$ cat src/rtl/commutate_pkg.sv
// Shared types and constants for the six-step commutation PWM block.
// Phase indices are U=0, V=1, W=2; hall bits arrive as {U,V,W}.
package commutate_pkg;

  localparam int PWM_W = 11;
  localparam logic [PWM_W-1:0] CNT_MAX = '1;

  typedef enum logic [1:0] {IDLE, RUN, BRAKE, FAULT} state_e;
  typedef enum logic [1:0] {PH_U = 2'd0, PH_V = 2'd1, PH_W = 2'd2, PH_NONE = 2'd3} phase_e;

  typedef struct packed {
    phase_e pwm_ph;
    phase_e low_ph;
  } comm_t;

  localparam comm_t COMM_101  = '{pwm_ph: PH_U, low_ph: PH_V};
  localparam comm_t COMM_100  = '{pwm_ph: PH_U, low_ph: PH_W};
  localparam comm_t COMM_110  = '{pwm_ph: PH_V, low_ph: PH_W};
  localparam comm_t COMM_010  = '{pwm_ph: PH_V, low_ph: PH_U};
  localparam comm_t COMM_011  = '{pwm_ph: PH_W, low_ph: PH_U};
  localparam comm_t COMM_001  = '{pwm_ph: PH_W, low_ph: PH_V};
  localparam comm_t COMM_NONE = '{pwm_ph: PH_NONE, low_ph: PH_NONE};

  function automatic logic hall_valid(input logic [2:0] h);
    return (h != 3'b000) && (h != 3'b111);
  endfunction

  function automatic comm_t comm_decode(input logic [2:0] h);
    comm_t row;
    case (h)
      3'b101:  row = COMM_101;
      3'b100:  row = COMM_100;
      3'b110:  row = COMM_110;
      3'b010:  row = COMM_010;
      3'b011:  row = COMM_011;
      3'b001:  row = COMM_001;
      default: row = COMM_NONE;
    endcase
    return row;
  endfunction

endpackage

$ cat src/rtl/commutate_pwm_core.sv
// Free-running PWM counter with a duty shadow register that only reloads at wrap,
// so a duty write never reshapes the period already in progress.
module pwm_core
  import commutate_pkg::*;
(
  input  logic             clk,
  input  logic             rst,
  input  logic [PWM_W-1:0] duty_i,
  output logic             pwm_o,
  output logic             period_start_o
);

  logic [PWM_W-1:0] cnt_q, cnt_d;
  logic [PWM_W-1:0] duty_sh_q, duty_sh_d;

  always_comb begin
    cnt_d     = cnt_q + 1'b1;
    duty_sh_d = (cnt_q == CNT_MAX) ? duty_i : duty_sh_q;
  end

  always_ff @(posedge clk or posedge rst) begin
    if (rst) begin
      cnt_q     <= '0;
      duty_sh_q <= '0;
    end else begin
      cnt_q     <= cnt_d;
      duty_sh_q <= duty_sh_d;
    end
  end

  assign pwm_o          = (cnt_q < duty_sh_q);
  assign period_start_o = (cnt_q == '0);

endmodule

$ cat src/rtl/commutate_pwm.sv
// BLDC six-step commutation: hall synchroniser, IDLE/RUN/BRAKE/FAULT control and
// registered raw gate commands. Dead time is added downstream.
module commutate_pwm
  import commutate_pkg::*;
(
  input  logic             clk,
  input  logic             rst,
  input  logic [PWM_W-1:0] duty,
  input  logic [2:0]       hall,
  input  logic             drv_en,
  input  logic             brake,
  output logic             highU,
  output logic             lowU,
  output logic             highV,
  output logic             lowV,
  output logic             highW,
  output logic             lowW,
  output logic             pwm_sync,
  output logic             hall_err
);

  logic       pwm, period_start;
  logic [2:0] sync1_q, hall_s;
  state_e     state_q, state_d;
  logic [2:0] hi_q, lo_q, hi_d, lo_d;
  logic       sync_q, err_q;
  logic       hall_ok, run_row;
  comm_t      row;

  pwm_core u_pwm_core (
    .clk            (clk),
    .rst            (rst),
    .duty_i         (duty),
    .pwm_o          (pwm),
    .period_start_o (period_start)
  );

  assign hall_ok = hall_valid(hall_s);
  assign row     = comm_decode(hall_s);

  // Brake outranks a hall fault, which outranks a plain disable.
  always_comb begin
    state_d = state_q;
    case (state_q)
      IDLE: begin
        if (brake)       state_d = BRAKE;
        else if (drv_en) state_d = hall_ok ? RUN : FAULT;
      end
      RUN: begin
        if (brake)         state_d = BRAKE;
        else if (!hall_ok) state_d = FAULT;
        else if (!drv_en)  state_d = IDLE;
      end
      BRAKE: begin
        if (!brake) state_d = IDLE;
      end
      FAULT: begin
        if (brake)                   state_d = BRAKE;
        else if (hall_ok || !drv_en) state_d = IDLE;
      end
      default: state_d = IDLE;
    endcase
  end

  // Invalid hall codes decode to no phase, so a RUN cycle that sees a fault is all-off.
  assign run_row = (state_q == RUN) && hall_ok;

  for (genvar gi = 0; gi < 3; gi++) begin : g_phase
    assign hi_d[gi] = run_row && (row.pwm_ph == phase_e'(gi)) && pwm;
    assign lo_d[gi] = (state_q == BRAKE) ? pwm
                    : run_row && (((row.pwm_ph == phase_e'(gi)) && !pwm) ||
                                  (row.low_ph == phase_e'(gi)));
  end

  always_ff @(posedge clk or posedge rst) begin
    if (rst) begin
      sync1_q <= '0;
      hall_s  <= '0;
      state_q <= IDLE;
      hi_q    <= '0;
      lo_q    <= '0;
      sync_q  <= 1'b0;
      err_q   <= 1'b0;
    end else begin
      sync1_q <= hall;
      hall_s  <= sync1_q;
      state_q <= state_d;
      hi_q    <= hi_d;
      lo_q    <= lo_d;
      sync_q  <= period_start;
      err_q   <= (state_q == FAULT);
    end
  end

  assign highU    = hi_q[0];
  assign lowU     = lo_q[0];
  assign highV    = hi_q[1];
  assign lowV     = lo_q[1];
  assign highW    = hi_q[2];
  assign lowW     = lo_q[2];
  assign pwm_sync = sync_q;
  assign hall_err = err_q;

endmodule

$ cat config.mk
export PLATFORM = sky130hd
export DESIGN_NAME = commutate_pwm
export DESIGN_NICKNAME = d
export VERILOG_FILES = /design/src/rtl/commutate_pkg.sv /design/src/rtl/commutate_pwm_core.sv /design/src/rtl/commutate_pwm.sv
export SDC_FILE = /design/constraint.sdc
export NUM_CORES = 1
export LEC_CHECK = 0
export ABC_AREA = 1
export BUFFER_PORTS_ARGS = -buffer_cell sky130_fd_sc_hd__buf_2
export CORE_UTILIZATION = 51
export DETAILED_ROUTE_END_ITERATION = 8
export GPL_ROUTABILITY_DRIVEN = 0
export GPL_TIMING_DRIVEN = 0
export PLACE_DENSITY = 0.74
export SKIP_CTS_REPAIR_TIMING = 1
export SLEW_MARGIN = 20
export SYNTH_ARGS = -nofsm -noshare
export SYNTH_HDL_FRONTEND = slang
export SYNTH_SLANG_ARGS = --single-unit
$ cat constraint.sdc
create_clock -name clk -period 1.55 [get_ports clk]
set_clock_uncertainty 0.15 [all_clocks]
set_input_delay 0.31 -clock clk [delete_from_list [all_inputs] [get_ports clk]]
set_output_delay 0.31 -clock clk [all_outputs]
set_load 0.05 [all_outputs]
=== Word level (Yosys, flattened, before mapping) ===
Cells that the tools add are included.

* Register bits after elaboration: 38
* Bits in latches: 0
* RAM bits: 0
* Memory bits (read-only): 0
* Input port bits: 18
* Output and inout port bits: 8
* Logic and storage cells: 70
* Memories kept: 0

* Add/subtract/negate cells: 1
* Multiply operators: 0
* Div/mod/pow operators: 0
* Order comparisons: 1
* Eq/ne operators: 19
* Shifts and indexed selects: 0
* Mux-type cells: 14
* Bitwise operators: 0
* Reduce and logical (&&, ||, !) cells: 26

{| class="wikitable"
|+ Operators by type and width
! cell !! count
|-
| $pmux W4 S6 || 1
|-
| $mux W2 || 9
|-
| $logic_and A1 B1 Y1 || 14
|-
| $add A11 B1 Y11 const B || 1
|-
| $eq A11 B11 Y1 const B || 1
|-
| $logic_not A11 Y1 || 1
|-
| $lt A11 B11 Y1 || 1
|-
| $eq A3 B3 Y1 const B || 3
|-
| $ne A3 B3 Y1 const B || 3
|-
| $eq A2 B2 Y1 const B || 4
|-
| $pmux W2 S4 || 1
|-
| $eq A2 B1 Y1 const B || 3
|-
| $eq A3 B2 Y1 const B || 2
|-
| $logic_not A2 Y1 || 3
|-
| $logic_or A1 B1 Y1 || 4
|-
| $ne A4 B4 Y1 const B || 1
|-
| $reduce_and A4 Y1 || 1
|-
| $eq A3 B1 Y1 const B || 1
|-
| $mux W1 || 3
|-
| $reduce_bool A3 Y1 || 1
|-
| $logic_not A1 Y1 || 2
|-
| $ne A2 B2 Y1 const B || 1
|}

=== Logic depth before layout (Yosys ltp) ===
Gate-level depths: netlist (run 1).

* Word-level depth: 7
* Gate-level depth with buffers: 12
* Gate-level depth less buffers: 12

=== By module ===
A second synthesis (run 1) with hierarchy kept.

* Cells, all modules: 231
* Area, all modules: 2014.4 µm²

{| class="wikitable"
|+ By module, submodules not included
! module !! instances !! cells an instance !! area each (µm²) !! seq. area each (µm²)
|-
| pwm_core || 1 || 151 || 1325.0 || 550.5
|-
| commutate_pwm || 1 || 80 || 689.4 || 400.4
|}

=== Worst setup path before layout (run 1) ===
No wires, ideal clock.

* Path type: register -> register
* Start: register u_pwm_core.cnt_q[4]
* End: register lo_q[2]
* Setup time: 0.127 ns
* Arrival: 1.295 ns
* Data required time: 1.273 ns
* Setup slack: -0.022 ns
* Stages on the path, launching flop included: 11
* Path buffers: 0
* Period minus slack after synthesis: 1.572 ns
* Path through: dfrtp_1 -> ha_1 -> nand2_1 -> inv_1 -> nand2_1 -> nor2_1 -> nand2_1 -> nand3_1 -> inv_1 -> nand2_1 -> o21ai_0

* Cells in the longest elaborated chain, start to end: 6

{| class="wikitable"
|+ RTL lines
! element !! RTL line !! text
|-
| start: declaration || commutate_pwm_core.sv:13 || <nowiki>logic [PWM_W-1:0] cnt_q, cnt_d;</nowiki>
|-
| start signal: assignment || commutate_pwm_core.sv:26 || <nowiki>cnt_q <= cnt_d;</nowiki>
|-
| $lt A11 B11 Y1 (*) || commutate_pwm_core.sv:31 || <nowiki>assign pwm_o = (cnt_q < duty_sh_q);</nowiki>
|-
| $logic_not A1 Y1 || commutate_pwm.sv:71 || <nowiki>: run_row && (((row.pwm_ph == phase_e'(gi)) && !pwm) ||</nowiki>
|-
| $logic_and A1 B1 Y1 || commutate_pwm.sv:71 ||
|-
| $logic_or A1 B1 Y1 || commutate_pwm.sv:71 ||
|-
| $logic_and A1 B1 Y1 || commutate_pwm.sv:71 ||
|-
| $mux W1 (*) || commutate_pwm.sv:70 || <nowiki>assign lo_d[gi] = (state_q == BRAKE) ? pwm</nowiki>
|-
| named net lo_d[2] || commutate_pwm.sv:25 || <nowiki>logic [2:0] hi_q, lo_q, hi_d, lo_d;</nowiki>
|-
| end signal: assignment || commutate_pwm.sv:89 || <nowiki>lo_q <= lo_d;</nowiki>
|-
| end: declaration || commutate_pwm.sv:25 ||
|}

Mark *: on every way through the listed nets, which the timed path passes. The rest lies on a longest branch.
A chain may end at the register's enable or synchronous reset.

=== Worst setup path in the final report (run 1) ===
* Start: register u_pwm_core.cnt_q[1]
* End: register u_pwm_core.duty_sh_q[4]

* Cells in the longest elaborated chain, start to end: 1

{| class="wikitable"
|+ RTL lines
! element !! RTL line !! text
|-
| $eq A11 B11 Y1 || commutate_pwm_core.sv:18 || <nowiki>duty_sh_d = (cnt_q == CNT_MAX) ? duty_i : duty_sh_q;</nowiki>
|-
| end signal: assignment || commutate_pwm_core.sv:27 || <nowiki>duty_sh_q <= duty_sh_d;</nowiki>
|-
| end: declaration || commutate_pwm_core.sv:14 || <nowiki>logic [PWM_W-1:0] duty_sh_q, duty_sh_d;</nowiki>
|}

Every way passes these cells.

==> impl_results.html, run 1 <==
<table>
<tr><th>Metric</th><th>Value</th></tr>
<tr><th colspan="2">GRT</th></tr>
<tr><td>Maximum number of pins on one net before global-route repair</td><td>30</td></tr>
<tr><td>Aggregate global-route resource usage</td><td>0.192</td></tr>
<tr><td>Wire length of the first global-routing pass</td><td>5870 µm</td></tr>
<tr><td>Initial antenna violation count</td><td>0</td></tr>
<tr><td>Vias in the first global route</td><td>1388</td></tr>
<tr><td>Total gr overflow</td><td>0</td></tr>
<tr><th colspan="2">Placement</th></tr>
<tr><td>Area post-placement</td><td>0.00211 mm²</td></tr>
<tr><td>Detailed-placement wirelength estimate</td><td>2360 µm</td></tr>
<tr><td>PortBufs</td><td>25</td></tr>
<tr><td>Worst-case setup slack after placement</td><td>-145 ps</td></tr>
<tr><th colspan="2">Worst setup path</th></tr>
<tr><td>Worst Path Class, Setup</td><td>flip-flop to flip-flop</td></tr>
<tr><td>Maximum net fanout on the critical path</td><td>10</td></tr>
<tr><td>Critical path launch point type</td><td>flip-flop</td></tr>
<tr><td>Endpoint of the worst register-to-register path</td><td>u_pwm_core.duty_sh_q[4]</td></tr>
<tr><td>Worst endpoint required time</td><td>1570 ps</td></tr>
<tr><td>R2R depth</td><td>9</td></tr>
<tr><td>Crit Reg-Reg Startpoint</td><td>u_pwm_core.cnt_q[1]</td></tr>
<tr><td>Critical path data arrival time</td><td>1680 ps</td></tr>
<tr><td>Launching element of the worst setup path</td><td>u_pwm_core.cnt_q[1]</td></tr>
<tr><td>Worst-case register-to-register setup slack</td><td>-110 ps</td></tr>
<tr><td>Kind of capture point of the worst setup path</td><td>flip-flop</td></tr>
<tr><th colspan="2">Final layout</th></tr>
<tr><td>Filler instances</td><td>244</td></tr>
<tr><td>Area growth syn-to-layout</td><td>33.3%</td></tr>
<tr><td>Share of layout cells above drive strength 1</td><td>0.402</td></tr>
<tr><td>Total number of nets in the final design</td><td>290</td></tr>
<tr><td>Post-layout utilization of the core</td><td>0.737</td></tr>
<tr><td>Antenna diodes</td><td>0</td></tr>
<tr><td>Final Cell Area</td><td>0.00254 mm²</td></tr>
<tr><th colspan="2">Timing</th></tr>
<tr><td>Number of endpoints with negative hold slack in the final report</td><td>0</td></tr>
<tr><td>Tightest slew margin relative to the limit</td><td>0.819</td></tr>
<tr><td>Count of endpoints failing setup in the final report</td><td>16</td></tr>
<tr><td>Post-layout worst setup margin</td><td>-105 ps</td></tr>
<tr><td>Final worst-path cycle share</td><td>1.07</td></tr>
<tr><td>Pins Over Slew Limit</td><td>0</td></tr>
<tr><td>Top achievable clock speed</td><td>604 MHz</td></tr>
<tr><td>Measured slew at the worst slew-check pin</td><td>270 ps</td></tr>
<tr><td>Unrepaired setup endpoints after global routing</td><td>yes</td></tr>
<tr><td>Time the final worst path needs with I/O delays and setup</td><td>1660 ps</td></tr>
<tr><th colspan="2">Die</th></tr>
<tr><td>Effective utilization at floorplan</td><td>0.553</td></tr>
<tr><td>Area enclosed by the die boundary</td><td>approximately 0.0040 mm²</td></tr>
<tr><td>Core Region</td><td>0.00344 mm²</td></tr>
<tr><td>Number of cell rows</td><td>21</td></tr>
<tr><td>I/O pin count</td><td>26</td></tr>
<tr><td>DIE HEIGHT</td><td>63.1 µm</td></tr>
<tr><td>Die Width</td><td>63.1 µm</td></tr>
<tr><th colspan="2">Clock tree</th></tr>
<tr><td>Number of buffers inserted during clock tree synthesis</td><td>5</td></tr>
<tr><td>Cell chosen for the clock root</td><td>clkbuf_8</td></tr>
<tr><td>Max Root-Sink Buffers</td><td>2</td></tr>
<tr><td>Clock sink total</td><td>38</td></tr>
<tr><td>H-tree depth</td><td>2</td></tr>
<tr><td>CTS tree</td><td>yes</td></tr>
<tr><td>Clock latency on the worst-skew pair</td><td>290 ps</td></tr>
<tr><td>Clock slew seen by the registers of the worst setup and hold paths</td><td>around 70 ps</td></tr>
<tr><th colspan="2">Synthesis</th></tr>
<tr><td>Total number of yosys warnings</td><td>0</td></tr>
<tr><td>Total of flip-flops plus latches after synthesis</td><td>38</td></tr>
<tr><td>Mean post-synth cell area</td><td>8.93 µm²</td></tr>
<tr><td>Number of instances in the synthesized netlist</td><td>213</td></tr>
<tr><td>Netlist area before placement</td><td>0.00190 mm²</td></tr>
<tr><td>Net count of the mapped netlist</td><td>between 200 and 250</td></tr>
<tr><td>Post-synthesis cell type count</td><td>24</td></tr>
<tr><td>Fraction of the yosys area taken by sequential cells</td><td>0.500</td></tr>
<tr><th colspan="2">Outcome</th></tr>
<tr><td>Run status</td><td>finished, violations left</td></tr>
<tr><td>Violated checks</td><td>negative setup slack</td></tr>
<tr><th colspan="2">Pwr</th></tr>
<tr><td>Fraction of power spent switching nets</td><td>0.317</td></tr>
<tr><td>IR drop worst, VDD</td><td>0.693 mV</td></tr>
<tr><td>Power per Cell Area</td><td>1000 mW/mm²</td></tr>
<tr><td>Clk pwr share</td><td>0.319</td></tr>
<tr><td>Internal</td><td>1740 µW</td></tr>
<tr><td>Sequential group share of total power</td><td>0.452</td></tr>
<tr><td>Logic gate share of total power</td><td>0.229</td></tr>
<tr><td>Power spent charging and discharging nets</td><td>807 µW</td></tr>
<tr><td>Static Leak</td><td>0.00131 µW</td></tr>
<tr><th colspan="2">Route</th></tr>
<tr><td>Vias</td><td>1496</td></tr>
<tr><td>Detailed-routing iteration count for the pre-antenna-repair pass</td><td>4</td></tr>
<tr><td>Sum of met2 wire segment lengths after detailed routing</td><td>1830 µm</td></tr>
<tr><td>Via/cell ratio</td><td>4.87</td></tr>
<tr><td>Amount of wire on met3 after detailed routing</td><td>~130 µm</td></tr>
<tr><td>Final antenna-violating net count</td><td>0</td></tr>
<tr><td>Met1 wire length</td><td>1750 µm</td></tr>
<tr><td>Number of DRC violations after detailed-routing iteration 0</td><td>70</td></tr>
<tr><td>Drc violations</td><td>0</td></tr>
<tr><td>Avg WL per Cell</td><td>12.2 µm</td></tr>
<tr><td>Top layer used by detailed routing</td><td>met4</td></tr>
<tr><td>Final routed wirelength across all metal layers</td><td>about 3800 µm</td></tr>
<tr><th colspan="2">Min path</th></tr>
<tr><td>Hold WC Path Type</td><td>input pin to flip-flop</td></tr>
<tr><td>End point of the worst hold path</td><td>u_pwm_core.duty_sh_q[0]</td></tr>
<tr><td>Cells on Worst Hold Path</td><td>3</td></tr>
<tr><td>Startpoint of the worst hold path</td><td>duty[0]</td></tr>
<tr><th colspan="2">Run</th></tr>
<tr><td>Max Cap Violations</td><td>0</td></tr>
</table>
-- cells in the final DEF (no fill, tap or decap), types with 5 or more instances in the layout --
master and instances:
nor2_2 8, buf_2 25, ha_1 5, nor2_4 5
nand2_2 9, nor2_1 13, inv_1 30, nand2_1 37
inv_2 8, dfrtp_1 33, a21oi_2 10, nand3_1 11
dfrtp_2 5, xor2_1 8, buf_4 10, ha_4 7
clkbuf_8 5
-- worst max-delay path by stage --
stage	end	slack, ps	cells after the start
finish	u_pwm_core.duty_sh_q[4]	-110	9
global route	u_pwm_core.duty_sh_q[4]	-180	9
CTS	u_pwm_core.duty_sh_q[1]	-160	9
detailed placement	u_pwm_core.duty_sh_q[1]	-140	9
global placement	u_pwm_core.duty_sh_q[2]	-270	2
floorplan	u_pwm_core.duty_sh_q[10]	10	9
-- power groups by stage --
stage | sequential, µW | combinational [µW] | clock [µW]
floorplan | 1340 | 225 | 0
global route | 1160 | 648 | 879
detailed placement | 1160 | 538 | 0
finish | 1150 | 583 | 811
global placement | 1160 | 524 | 0
CTS | 1140 | 541 | 816
-- registers in the layout, summed over array words and instances (netlist names) --
register,flops
hall_s,3
sync1_q,3
pwm_sync,1
lo_q,3
u_pwm_core.duty_sh_q,11
hall_err,1
u_pwm_core.cnt_q,11
state_q,2
hi_q,3
-- logic make-up (layout without fill, tap and decap cells) --
group / after synthesis / after routing / share of synthesized area
flip-flops: 38 / 38 / 0.500
buffers and inverters: 41 / 89 / 0.0888
XOR/XNOR: 8 / 8 / 0.0368
AO/OA/AOI/OAI: 20 / 20 / 0.0756
AND/OR/NAND/NOR: 94 / 94 / 0.220
adder cells (fa/ha/maj): 12 / 12 / 0.0789
-- per-layer routing --
metal	vias to the layer above	global-route usage
met4	0	0.0669
met1	708	0.244
li1	751	-
met2	32	0.312
met3	5	0.0543
met5	-	0
-- per-stage QoR --
stage | std cells | TNS [ps] | power [µW] | hold slack, ps
2_1_floorplan | 213 | 0 | 1560 | 181
3_3_place_gp | 284 | -11600 | 1680 | 182
3_5_place_dp | 285 | -1940 | 1700 | 92.2
4_1_cts | 293 | -2300 | 2500 | -218
5_1_grt | 307 | -2660 | 2690 | 113
6_report | 307 | -1110 | 2540 | 114
-- final cells by class --
class	instances	area, µm²	area share
Clock buffer	7	76.3	0.0301
Inverter	39	149	0.0587
Timing Repair Buffer	40	260	0.103
Tap cell	46	57.6	0.0227
Sequential cell	38	957	0.377
Clock inverter	1	30.0	0.0118
Multi-Input combinational cell	134	975	0.384
Buffer	2	31.3	0.0123
-- critical path, stage by stage (launching register included) --
cell and delay [ps]:
dfrtp_2 410, ha_4 170, nand2_4 50, nor2_4 150, nand4_4 120, inv_4 90
nand2_4 70, buf_12 170, nor2_2 100, a21oi_2 40
-- synthesized netlist by cell type --
cell | number | area share
nand4_1 | 2 | 0.0066
nor4_1 | 1 | 0.0033
dfrtp_1 | 38 | 0.50
nor2_4 | 1 | 0.0059
xor2_1 | 8 | 0.037
ha_1 | 12 | 0.079
inv_1 | 38 | 0.075
a21oi_2 | 10 | 0.046
a21o_1 | 1 | 0.0039
nor2_1 | 25 | 0.049
nor3_2 | 2 | 0.011
nand4_2 | 1 | 0.0066
o21ai_1 | 2 | 0.0053
inv_2 | 1 | 0.0020
nand3_1 | 12 | 0.032
nor3_1 | 1 | 0.0026
o2111ai_1 | 1 | 0.0046
and2_2 | 1 | 0.0039
buf_6 | 2 | 0.012
nand2_1 | 46 | 0.091
nand2_2 | 1 | 0.0033
nand2_4 | 1 | 0.0059
o21ai_0 | 3 | 0.0079
a21oi_1 | 3 | 0.0079
No activity file was read; power rests on OpenSTA's default activity.
==> run 2: changes to the inputs <==
--- a/config.mk
+++ b/config.mk
@@ -11,9 +11,11 @@
 export DETAILED_ROUTE_END_ITERATION = 8
 export GPL_ROUTABILITY_DRIVEN = 0
 export GPL_TIMING_DRIVEN = 0
+export MAX_ROUTING_LAYER = met4
 export PLACE_DENSITY = 0.74
 export SKIP_CTS_REPAIR_TIMING = 1
 export SLEW_MARGIN = 20
 export SYNTH_ARGS = -nofsm -noshare
 export SYNTH_HDL_FRONTEND = slang
+export SYNTH_HIERARCHICAL = 1
 export SYNTH_SLANG_ARGS = --single-unit
==> run 2 against run 1 <==
  * Die area up 5.7%
  * Critical path depth unchanged
  * Area after synthesis up 5.9%
  * Highest routed layer unchanged
  * Non-clock buffer count up 7
  * Sequential power about the same
  * Maximum frequency down 5.3%
  * Hold slack worse by 81 ps
  * Register-to-register slack worse by 90 ps
  * The flow still finishes with violations (negative setup slack)
  * Sequential share of layout area down 1.7 points
==> impl_results.html, run 2 <==
<table>
<tr><th>Metric</th><th>Value</th></tr>
<tr><th colspan="2">Worst setup path</th></tr>
<tr><td>Maximum net fanout on the critical path</td><td>5 (was 10)</td></tr>
<tr><td>Worst endpoint required time</td><td>1620 ps (was 1570 ps)</td></tr>
<tr><td>R2R depth</td><td>9 (unchanged)</td></tr>
<tr><td>Critical Path Most Common Cell</td><td>nor2_2 (was nand2_4)</td></tr>
<tr><td>Kind of capture point of the worst setup path</td><td>flip-flop (unchanged)</td></tr>
<tr><td>Worst Path Class, Setup</td><td>flip-flop to flip-flop (unchanged)</td></tr>
<tr><td>Launching element of the worst setup path</td><td>u_pwm_core/cnt_q[10] (was u_pwm_core.cnt_q[1])</td></tr>
<tr><td>Worst-case register-to-register setup slack</td><td>-200 ps (was -110 ps)</td></tr>
<tr><td>Critical path data arrival time</td><td>1820 ps (was 1680 ps)</td></tr>
<tr><td>Critical path launch point type</td><td>flip-flop (unchanged)</td></tr>
<tr><td>Timing endpoint of the critical path</td><td>lo_q[1] (was u_pwm_core.duty_sh_q[4])</td></tr>
<tr><td>Crit Reg-Reg Startpoint</td><td>u_pwm_core/cnt_q[10] (was u_pwm_core.cnt_q[1])</td></tr>
<tr><td>Highest-delay cell along the critical path</td><td>dfrtp_1 (was dfrtp_2)</td></tr>
<tr><td>Largest stage delay, worst path</td><td>420 ps (was 410 ps)</td></tr>
<tr><td>Critical-path cell list</td><td>ha_4 -&gt; nand2_2 -&gt; nor2_2 -&gt; nand3_1 -&gt; nor2_2 -&gt; nor2_4 -&gt; o21ai_1 -&gt; inv_1 -&gt; o21ai_2 (was ha_4 -&gt; nand2_4 -&gt; nor2_4 -&gt; nand4_4 -&gt; inv_4 -&gt; nand2_4 -&gt; buf_12 -&gt; nor2_2 -&gt; a21oi_2)</td></tr>
<tr><td>Endpoint of the worst register-to-register path</td><td>lo_q[1] (was u_pwm_core.duty_sh_q[4])</td></tr>
<tr><th colspan="2">Clock tree</th></tr>
<tr><td>Number of buffers inserted during clock tree synthesis</td><td>5 (unchanged)</td></tr>
<tr><td>Max Root-Sink Buffers</td><td>2 (unchanged)</td></tr>
<tr><td>H-tree depth</td><td>2 (unchanged)</td></tr>
<tr><td>Cell chosen for the clock root</td><td>clkbuf_8 (unchanged)</td></tr>
<tr><td>Clock latency on the worst-skew pair</td><td>290 ps (about the same)</td></tr>
<tr><td>CTS tree</td><td>yes (unchanged)</td></tr>
<tr><td>Clock slew seen by the registers of the worst setup and hold paths</td><td>70 ps (about the same)</td></tr>
<tr><td>Clock sink total</td><td>38 (unchanged)</td></tr>
<tr><th colspan="2">Final layout</th></tr>
<tr><td>Area growth syn-to-layout</td><td>31.7% (was 33.3%)</td></tr>
<tr><td>Highest-count cells in the layout ignoring fill and taps</td><td>39 x nand2_1, 39 x inv_1, 34 x dfrtp_1 (was 37 x nand2_1, 33 x dfrtp_1, 30 x inv_1)</td></tr>
<tr><td>Antenna diodes</td><td>0 (unchanged)</td></tr>
<tr><td>Filler instances</td><td>275 (was 244)</td></tr>
<tr><td>Total number of nets in the final design</td><td>315 (was 290)</td></tr>
<tr><td>Biggest regs</td><td>u_pwm_core/cnt_q (11), u_pwm_core/duty_sh_q (11) (was u_pwm_core.cnt_q (11), u_pwm_core.duty_sh_q (11))</td></tr>
<tr><td>Share of layout cells above drive strength 1</td><td>0.392 (was 0.402)</td></tr>
<tr><th colspan="2">Min path</th></tr>
<tr><td>Hold WC Path Type</td><td>input pin to async pin (was input pin to flip-flop)</td></tr>
<tr><th colspan="2">Die</th></tr>
<tr><td>Effective utilization at floorplan</td><td>0.542 (was 0.553)</td></tr>
<tr><td>Die Width</td><td>64.8 µm (was 63.1 µm)</td></tr>
<tr><td>I/O pin count</td><td>26 (unchanged)</td></tr>
<tr><td>Number of cell rows</td><td>22 (was 21)</td></tr>
<tr><td>DIE HEIGHT</td><td>64.8 µm (was 63.1 µm)</td></tr>
<tr><td>Core Region</td><td>0.00372 mm² (was 0.00344 mm²)</td></tr>
<tr><td>Area enclosed by the die boundary</td><td>0.00420 mm² (was 0.00398 mm²)</td></tr>
<tr><th colspan="2">Outcome</th></tr>
<tr><td>Run status</td><td>finished, violations left (unchanged)</td></tr>
<tr><td>Violated checks</td><td>negative setup slack (unchanged)</td></tr>
<tr><th colspan="2">GRT</th></tr>
<tr><td>Vias in the first global route</td><td>1337 (was 1388)</td></tr>
<tr><td>Aggregate global-route resource usage</td><td>0.188 (was 0.192)</td></tr>
<tr><td>Wire length of the first global-routing pass</td><td>5760 µm (was 5870 µm)</td></tr>
<tr><td>Maximum number of pins on one net before global-route repair</td><td>23 (was 30)</td></tr>
<tr><td>Initial antenna violation count</td><td>0 (unchanged)</td></tr>
<tr><td>Total gr overflow</td><td>0 (unchanged)</td></tr>
<tr><th colspan="2">Synthesis</th></tr>
<tr><td>Most area-hungry cell type in the Yosys netlist</td><td>dfrtp_1 (unchanged)</td></tr>
<tr><td>Total of flip-flops plus latches after synthesis</td><td>38 (unchanged)</td></tr>
<tr><td>Top post-synthesis cells by area</td><td>dfrtp_1 47%, inv_1 8.6%, nand2_1 8.0% (was dfrtp_1 50%, nand2_1 9.1%, ha_1 7.9%)</td></tr>
<tr><td>Number of instances in the synthesized netlist</td><td>231 (was 213)</td></tr>
<tr><td>Most common cell in the netlist</td><td>inv_1 (was nand2_1)</td></tr>
<tr><td>Net count of the mapped netlist</td><td>261 (was 243)</td></tr>
<tr><td>Mean post-synth cell area</td><td>8.72 µm² (was 8.93 µm²)</td></tr>
<tr><td>Count of flip-flops with a built-in enable after synthesis</td><td>0 (unchanged)</td></tr>
<tr><td>Fraction of the yosys area taken by sequential cells</td><td>0.472 (was 0.500)</td></tr>
<tr><td>Area share of the leading cell type in the synthesized netlist</td><td>0.472 (was 0.500)</td></tr>
<tr><td>Netlist area before placement</td><td>0.00201 mm² (was 0.00190 mm²)</td></tr>
<tr><td>Leading register cell type out of synthesis</td><td>dfrtp_1 (unchanged)</td></tr>
<tr><td>Async S/R FF share, synth</td><td>1.00 (unchanged)</td></tr>
<tr><td>Post-synthesis cell type count</td><td>24 (unchanged)</td></tr>
<tr><td>Total number of yosys warnings</td><td>6 (was 0)</td></tr>
<tr><td>Commonest cells post-synth</td><td>46 x inv_1, 43 x nand2_1, 38 x dfrtp_1 (was 46 x nand2_1, 38 x dfrtp_1, 38 x inv_1)</td></tr>
<tr><th colspan="2">Placement</th></tr>
<tr><td>Detailed-placement wirelength estimate</td><td>2460 µm (was 2360 µm)</td></tr>
<tr><td>PortBufs</td><td>25 (unchanged)</td></tr>
<tr><th colspan="2">Route</th></tr>
<tr><td>Avg WL per Cell</td><td>12.1 µm (was 12.2 µm)</td></tr>
<tr><td>Detailed-routing iteration count for the pre-antenna-repair pass</td><td>4 (unchanged)</td></tr>
<tr><td>Number of DRC violations after detailed-routing iteration 0</td><td>100 (was 70)</td></tr>
<tr><td>Final antenna-violating net count</td><td>0 (unchanged)</td></tr>
<tr><td>Vias</td><td>1605 (was 1496)</td></tr>
<tr><td>Drc violations</td><td>0 (unchanged)</td></tr>
<tr><td>Final routed wirelength across all metal layers</td><td>4030 µm (was 3750 µm)</td></tr>
<tr><td>Via/cell ratio</td><td>4.81 (was 4.87)</td></tr>
<tr><th colspan="2">Timing</th></tr>
<tr><td>Worst hold slack</td><td>33.6 ps (was 114 ps)</td></tr>
<tr><td>Pins Over Slew Limit</td><td>0 (unchanged)</td></tr>
<tr><td>Time the final worst path needs with I/O delays and setup</td><td>1750 ps (was 1660 ps)</td></tr>
<tr><td>Measured slew at the worst slew-check pin</td><td>843 ps (was 270 ps)</td></tr>
<tr><td>Post-layout worst setup margin</td><td>-199 ps (was -105 ps)</td></tr>
<tr><td>Number of endpoints with negative hold slack in the final report</td><td>0 (unchanged)</td></tr>
<tr><td>Tightest slew margin relative to the limit</td><td>0.437 (was 0.819)</td></tr>
<tr><td>Final worst-path cycle share</td><td>1.13 (was 1.07)</td></tr>
<tr><td>Count of endpoints failing setup in the final report</td><td>9 (was 16)</td></tr>
<tr><td>Unrepaired setup endpoints after global routing</td><td>yes (unchanged)</td></tr>
<tr><td>Top achievable clock speed</td><td>572 MHz (was 604 MHz)</td></tr>
<tr><th colspan="2">Pwr</th></tr>
<tr><td>PnR Total Power</td><td>2370 µW (was 2540 µW)</td></tr>
<tr><td>Power per Cell Area</td><td>891 mW/mm² (was 1000 mW/mm²)</td></tr>
<tr><td>IR drop worst, VDD</td><td>0.659 mV (was 0.693 mV)</td></tr>
<tr><td>Static Leak</td><td>0.00144 µW (was 0.00131 µW)</td></tr>
<tr><th colspan="2">Run</th></tr>
<tr><td>Max Cap Violations</td><td>0 (unchanged)</td></tr>
</table>
-- run 2: kinds of logic (layout without fill, tap and decap cells) --
family,count (synthesis),after routing,share of synthesized area
AO/OA/AOI/OAI,27,27,0.0932
XOR/XNOR,7,7,0.0304
adder cells (fa/ha/maj),12,12,0.0745
buffers and inverters,49,104,0.0988
flip-flops,38,38,0.472
AND/OR/NAND/NOR,98,98,0.231
-- run 2: how the worst min path moves through the flow --
stage | from | to | slack, ps
after CTS | rst | pwm_sync | -60
after global placement | sync1_q[2] | hall_s[2] | 180
after detailed placement | sync1_q[2] | hall_s[2] | 180
after floorplan | rst | hall_err | 70
final | rst | u_pwm_core/cnt_q[10] | 30
after global routing | duty[9] | u_pwm_core/duty_sh_q[9] | 100
-- run 2: power breakdown --
group          total (µW)  leakage (µW)  switching (µW)  internal, µW
clock                 695     0.0000482             337           359
combinational         538      0.000955             377           160
sequential           1130      0.000433            58.2          1070
-- run 2: area by class of cell --
| cell class | count | area (µm²) | area share |
|---|---|---|---|
| well taps | 48 | 60.1 | 0.0226 |
| plain buffers | 2 | 35.0 | 0.0132 |
| clock buffers | 7 | 86.3 | 0.0325 |
| repair buffers | 47 | 322 | 0.121 |
| clock inverters | 1 | 5.00 | 0.00189 |
| flip-flops and latches | 38 | 956 | 0.360 |
| inverters | 47 | 176 | 0.0665 |
| multi-input cells | 144 | 1010 | 0.382 |
-- run 2: per-layer routing --
layer | global-route usage | vias up | wire length, µm
met5 | - | - | 0
met4 | 0.0750 | 0 | 51
met3 | 0.0528 | 6 | 133
met2 | 0.271 | 37 | 1970
met1 | 0.249 | 741 | 1880
li1 | - | 821 | -
-- run 2: metrics by stage --
| step | util | instances | worst slack [ps] | instance area [µm²] | TNS (ps) |
|---|---|---|---|---|---|
| final | 0.714 | 334 | -199 | 2650 | -1050 |
| after global routing | 0.714 | 334 | -299 | 2650 | -2190 |
| after CTS | 0.621 | 312 | -242 | 2310 | -1550 |
| after detailed placement | 0.597 | 304 | -215 | 2220 | -1280 |
| after global placement | 0.597 | 304 | -210 | 2220 | -1140 |
| after floorplan | - | 231 | -31.6 | 2030 | -164 |
-- run 2: critical path, delay by kind of cell (launching register included) --
kind / cells / cell delay (ps)
compound gates: 2 / 250
simple gates: 5 / 500
flops: 1 / 420
buf+inv: 1 / 70
fa+ha+maj: 1 / 290
